==> src/rtl/ternary_frame_engine.sv <==
`default_nettype none
// ============================================================================
// Module   : ternary_frame_engine
// Brief    : Strided SRAM frame sequencer with PT-5 trit decode and per-lane
//            saturating ternary MAC.
// Revision : 1.0
// ============================================================================
module ternary_frame_engine #(
  parameter int BYTES_PER_WORD = 3,
  parameter int ACC_WIDTH      = 32,
  parameter int SRAM_AW        = 12,
  parameter int RD_LAT         = 1
) (
  input  logic                                      clk,
  input  logic                                      reset_n,
  input  logic                                      start,
  input  logic [SRAM_AW-1:0]                        base_addr,
  input  logic [15:0]                               depth,
  input  logic [7:0]                                stride,
  input  logic [1:0]                                op_mode,
  output logic                                      busy,
  output logic                                      done,
  output logic                                      mode_err,
  output logic                                      decode_err,
  output logic                                      sat,
  output logic                                      mem_rd_en,
  output logic [SRAM_AW-1:0]                        mem_addr,
  input  logic [8*BYTES_PER_WORD-1:0]               weight_word,
  input  logic [8*BYTES_PER_WORD-1:0]               input_word,
  output logic [5*BYTES_PER_WORD*ACC_WIDTH-1:0]     vector_results
);

  localparam int c_LANES = 5 * BYTES_PER_WORD;

  localparam logic [1:0] c_IDLE  = 2'd0;
  localparam logic [1:0] c_ISSUE = 2'd1;
  localparam logic [1:0] c_DRAIN = 2'd2;
  localparam logic [1:0] c_DONE  = 2'd3;

  localparam logic [1:0] c_MAC_CLR = 2'd0;
  localparam logic [1:0] c_ELEM    = 2'd2;
  localparam logic [1:0] c_RSVD    = 2'd3;

  localparam logic signed [ACC_WIDTH-1:0] c_ACC_MAX  = {1'b0, {(ACC_WIDTH-1){1'b1}}};
  localparam logic signed [ACC_WIDTH-1:0] c_ACC_MIN  = {1'b1, {(ACC_WIDTH-1){1'b0}}};
  localparam logic signed [ACC_WIDTH-1:0] c_ACC_ONE  = ACC_WIDTH'(1);
  localparam logic signed [ACC_WIDTH-1:0] c_ACC_NEG1 = {ACC_WIDTH{1'b1}};

  // Returns {neg, pos} for base-3 digit k of a byte (digit 1 -> +1, 2 -> -1).
  function automatic logic [1:0] pt5_trit(input logic [7:0] b, input int k);
    logic [7:0] q;
    logic [7:0] d;
    q = b;
    for (int i = 0; i < k; i++) q = q / 8'd3;
    d = q % 8'd3;
    return {d == 8'd2, d == 8'd1};
  endfunction

  logic [1:0]           r_state;
  logic [SRAM_AW-1:0]   r_addr;
  logic [15:0]          r_left;
  logic [7:0]           r_stride;
  logic [1:0]           r_mode;
  logic [RD_LAT-1:0]    r_vld;
  logic                 r_mode_err;
  logic                 r_decode_err;
  logic                 r_sat;

  logic                 w_rd;
  logic                 w_upd;
  logic                 w_clr;
  logic [RD_LAT-1:0]    w_vld_next;
  logic [BYTES_PER_WORD-1:0] w_bad;
  logic [c_LANES-1:0]   w_sat_hit;

  assign w_rd  = (r_state == c_ISSUE);
  assign w_upd = r_vld[RD_LAT-1];
  assign w_clr = (r_state == c_IDLE) && start && (op_mode == c_MAC_CLR);

  generate
    if (RD_LAT == 1) begin : g_vld_one
      assign w_vld_next = w_rd;
    end else begin : g_vld_multi
      assign w_vld_next = {r_vld[RD_LAT-2:0], w_rd};
    end
  endgenerate

  always_ff @(posedge clk or negedge reset_n) begin
    if (!reset_n) begin
      r_state      <= c_IDLE;
      r_addr       <= '0;
      r_left       <= '0;
      r_stride     <= '0;
      r_mode       <= '0;
      r_vld        <= '0;
      r_mode_err   <= 1'b0;
      r_decode_err <= 1'b0;
      r_sat        <= 1'b0;
    end else begin
      r_vld <= w_vld_next;
      case (r_state)
        c_IDLE: begin
          if (start) begin
            if (op_mode == c_RSVD) begin
              r_mode_err <= 1'b1;
            end else begin
              r_addr       <= base_addr;
              r_left       <= depth;
              r_stride     <= stride;
              r_mode       <= op_mode;
              r_mode_err   <= 1'b0;
              r_decode_err <= 1'b0;
              r_sat        <= 1'b0;
              r_state      <= (depth == 16'd0) ? c_DONE : c_ISSUE;
            end
          end
        end
        c_ISSUE: begin
          r_addr <= r_addr + SRAM_AW'(r_stride);
          r_left <= r_left - 16'd1;
          if (r_left == 16'd1) r_state <= c_DRAIN;
        end
        c_DRAIN: begin
          if (w_vld_next == '0) r_state <= c_DONE;
        end
        default: r_state <= c_IDLE;
      endcase
      // Pipeline is always empty in IDLE, so these never race the clear above.
      if (w_upd && (|w_bad))     r_decode_err <= 1'b1;
      if (w_upd && (|w_sat_hit)) r_sat        <= 1'b1;
    end
  end

  generate
    for (genvar j = 0; j < BYTES_PER_WORD; j++) begin : g_byte
      logic [7:0] w_wb;
      logic [7:0] w_xb;
      assign w_wb     = weight_word[j*8 +: 8];
      assign w_xb     = input_word[j*8 +: 8];
      assign w_bad[j] = (w_wb > 8'd242) || (w_xb > 8'd242);

      for (genvar k = 0; k < 5; k++) begin : g_trit
        logic [1:0]                  w_wt;
        logic [1:0]                  w_xt;
        logic                        w_p_pos;
        logic                        w_p_neg;
        logic signed [ACC_WIDTH-1:0] r_acc;

        assign w_wt    = (w_wb > 8'd242) ? 2'b00 : pt5_trit(w_wb, k);
        assign w_xt    = (w_xb > 8'd242) ? 2'b00 : pt5_trit(w_xb, k);
        assign w_p_pos = (w_wt[0] & w_xt[0]) | (w_wt[1] & w_xt[1]);
        assign w_p_neg = (w_wt[0] & w_xt[1]) | (w_wt[1] & w_xt[0]);
        assign w_sat_hit[j*5+k] = (r_mode != c_ELEM) &&
                                  ((w_p_pos && r_acc == c_ACC_MAX) ||
                                   (w_p_neg && r_acc == c_ACC_MIN));

        always_ff @(posedge clk or negedge reset_n) begin
          if (!reset_n) begin
            r_acc <= '0;
          end else if (w_clr) begin
            r_acc <= '0;
          end else if (w_upd) begin
            if (r_mode == c_ELEM)
              r_acc <= w_p_pos ? c_ACC_ONE : (w_p_neg ? c_ACC_NEG1 : '0);
            else if (!w_sat_hit[j*5+k] && w_p_pos)
              r_acc <= r_acc + c_ACC_ONE;
            else if (!w_sat_hit[j*5+k] && w_p_neg)
              r_acc <= r_acc + c_ACC_NEG1;
          end
        end

        assign vector_results[(j*5+k)*ACC_WIDTH +: ACC_WIDTH] = r_acc;
      end
    end
  endgenerate

  assign busy       = (r_state != c_IDLE);
  assign done       = (r_state == c_DONE);
  assign mem_rd_en  = w_rd;
  assign mem_addr   = r_addr;
  assign mode_err   = r_mode_err;
  assign decode_err = r_decode_err;
  assign sat        = r_sat;

endmodule
`default_nettype wire

==> config.mk <==
export PLATFORM = sky130hd
export DESIGN_NAME = ternary_frame_engine
export DESIGN_NICKNAME = d
export VERILOG_FILES = /design/src/rtl/ternary_frame_engine.sv
export SDC_FILE = /design/constraint.sdc
export NUM_CORES = 2
export LEC_CHECK = 0
export CORE_UTILIZATION = 30
export CTS_CLUSTER_DIAMETER = 30
export DETAILED_ROUTE_END_ITERATION = 16
export PLACE_DENSITY = 0.53
export SYNTH_ARGS = -nofsm -noshare
export SYNTH_HDL_FRONTEND = slang
export SYNTH_SLANG_ARGS = --single-unit
==> constraint.sdc <==
create_clock -name clk -period 12.6 [get_ports clk]
set_input_delay 2.52 -clock clk [delete_from_list [all_inputs] [get_ports clk]]
set_output_delay 2.52 -clock clk [all_outputs]
set_load 0.02 [all_outputs]
==> impl_metrics.tcl <==
set metrics [dict create \
    dpl.hpwl_microns 205000 \
    cts_hold_buf 0 \
    cp-end-kind "flip-flop" \
    grt_max_degree 139 \
    synth_top_family_by_area "compound AO/OA/AOI/OAI gates" \
    cap_violations 0 \
    gr-usage-all-layers_pct 24.7 \
    r2r_start "r_mode[0]" \
    hold_depth 2 \
    synth-compound-area-share_pct 29.3 \
    max_freq_mhz 65.4 \
    setup_viol 210 \
    postRouteAntennaNets 0 \
    most-common-layout-cells "buf_4, nand2_1, nor2_1, o21ai_0, clkdlybuf4s50_1" \
    synth-edff-count 0 \
    clk_latency_ps 840 \
    synth_area_per_cell_sq_um 7.34 \
    numCtsBuffers 188 \
    synth.area.mux_share_pct 1.32 \
    synthDistinctLibCells 135 \
    dieHeight_microns 469 \
    r2r-end "g_byte[0].g_trit[0].r_acc[30]" \
    finalNetCount 12800 \
    drcViolationCount 0 \
    finish.instance_area_sq_mm 0.108 \
    h-tree-depth 4 \
    synthAdderAreaFrac_pct 12.3 \
    cts.sinks 524 \
    wl_per_cell_microns 18.8 \
    hold_class "flip-flop to flip-flop" \
    antenna_found_initial 9 \
    crit_arrival_ps 15990 \
    hold_viol 0 \
    fin_ws_ps -2690 \
    drive_gt1_share_pct 34.8 \
    tightest_slew_ps 1110 \
    cts_max_path_buffers 3 \
    yosys_register_bits 524 \
    critPathLaunchType "input pin" \
    synth_area_sq_mm 0.0655 \
    synthFlopType "dfrtp_1" \
    port_buffers 586 \
    ios 587 \
    drt-initial-drc-count 5246 \
    reg2reg_slack_ps 5440 \
    period_minus_slack_ps 15290 \
    cts_tree "done" \
    synth_seq_area_share_pct 20.0 \
    die_w_microns 469 \
    synth_xor_xnor_area_share_pct 5.76 \
    synthCells 8925 \
    grt_pass1_vias 81100 \
    cp_slowest_cell "or4_4" \
    slew_headroom_pct 25.9 \
    crit_fanout 7 \
    area_growth_pct 64.7 \
    grt_overflow 0 \
    synth-simple-area-share_pct 26.3 \
    holdPathEnd "r_stride[2]" \
    async_reset_ff_share_pct 100 \
    cts-root-buf "clkbuf_16" \
    nFillCells 20400 \
    hp-start "r_stride[2]" \
    place_congestion 0.920 \
    drtPass1Iterations 6 \
    cp_slowest_stage_delay_ps 560 \
    placed_area_sq_mm 0.0920 \
    reg2reg_depth 29 \
    synth_warnings 0 \
    totalWireLength_microns 285000 \
    period_share_pct 121 \
    fp-row-count 171 \
    slew_viol_final 0 \
    rsz0062_at_grt "true" \
    status "complete, but fails checks" \
    initial_core_util_pct 30.2 \
    coreArea_sq_mm 0.217 \
    worstPathRequired_ps 13310 \
    syn_nets 9647 \
    skew_ps 59.6 \
    num_vias 81500 \
    vias_per_cell 5.39 \
    layout_commonest_cell "buf_4" \
    cts.clk_slew.worst_paths_ps 40 \
    die-area_sq_mm 0.220 \
    grt_pass1_wl_microns 444000 \
    failed_checks "negative setup slack" \
    path_class "input pin to flip-flop" \
]
[cells by family after synthesis]
logic type | Yosys count
AND/OR/NAND/NOR | 3517
XOR/XNOR | 428
multiplexers | 82
buffers and inverters | 825
adder cells (fa/ha/maj) | 634
AO/OA/AOI/OAI | 2915
flip-flops | 524
[critical path: cells and delay by family]
| family | cells | cell delay, ps |
|---|---|---|
| xor+xnor | 5 | 880 |
| compound gates | 37 | 6320 |
| buf+inv | 8 | 830 |
| simple gates | 21 | 3600 |
| fa+ha+maj | 9 | 1820 |
[metal layers]
layer / global-route usage, % / wire length [microns]
met1: 30.8 / 124000
met2: 41.5 / 134000
met3: 4.29 / 14900
met4: 10.5 / 12300
met5: 0 / 54
[synthesized netlist by cell type (103+ instances only)]
library cell | count | share of area (%)
inv_1 | 421 | 2.4
dfrtp_1 | 524 | 20
nor2_1 | 829 | 4.7
nor3_1 | 234 | 1.8
nor4_1 | 192 | 1.8
a21o_1 | 142 | 1.6
nand2b_1 | 105 | 1.0
nand4_1 | 208 | 2.0
o21ai_0 | 894 | 6.8
nor2b_1 | 103 | 0.98
clkbuf_1 | 248 | 1.4
ha_1 | 617 | 12
a21oi_1 | 558 | 4.3
nand2_1 | 1080 | 6.2
a21boi_0 | 104 | 1.2
o21a_1 | 130 | 1.5
xnor2_1 | 323 | 4.3
nand3_1 | 183 | 1.4
a31oi_1 | 116 | 1.1
[registers in the layout (all words and copies together) (netlist names)]
| register | count |
|---|---|
| r_state | 2 |
| r_left | 16 |
| sat | 1 |
| r_mode | 2 |
| r_stride | 8 |
| g_byte.g_trit.r_acc | 480 |
| decode_err | 1 |
| mode_err | 1 |
| mem_addr | 12 |
| r_vld | 1 |
[layout make-up]
type / count / area (sq um) / share of cell area (%)
Multi-Input combinational cell: 7576 / 55000 / 51.0
Timing Repair Buffer: 3372 / 27900 / 25.8
Sequential cell: 524 / 13100 / 12.1
Clock buffer: 261 / 5460 / 5.06
Tap cell: 2854 / 3570 / 3.31
Inverter: 442 / 1690 / 1.56
Clock inverter: 85 / 1200 / 1.11
Antenna cell: 4 / 10.0 / 0.00927
[worst max path at each step]
stage	start	end	slack (ps)	cells past startpoint
4_1_cts	weight_word[5]	g_byte[0].g_trit[4].r_acc[30]	-2400	76
3_3_place_gp	input_word[22]	g_byte[2].g_trit[4].r_acc[28]	-3960	81
3_5_place_dp	input_word[22]	g_byte[2].g_trit[4].r_acc[30]	-4100	81
6_report	weight_word[5]	g_byte[0].g_trit[4].r_acc[31]	-2690	80
5_1_grt	weight_word[5]	g_byte[0].g_trit[4].r_acc[31]	-3400	82
2_1_floorplan	input_word[6]	g_byte[0].g_trit[4].r_acc[31]	-3990	87
[what timing repair did]
action / 4_1_cts / 5_1_grt
pin swaps: 504 / 456
cloned: 7 / 3
setup endpoints to repair: 254 / 310
setup buffers: 578 / 175
gates resized for setup: 714 / 481
[per-stage QoR]
step / TNS (ps) / utilization, % / worst slack, ps / std cells / hold slack (ps)
floorplan: -557870 / - / -3990 / 8925 / 450
global placement: -568480 / 42.4 / -3960 / 14200 / 462
detailed placement: -621180 / 42.4 / -4100 / 14200 / 474
CTS: -228370 / 48.5 / -2400 / 15000 / 485
global route: -362050 / 49.7 / -3400 / 15100 / 510
finish: -223260 / 49.7 / -2690 / 15100 / 480
Power is not shown: default switching activity piles up to over one toggle a cycle in this logic, so the estimate is an artifact.
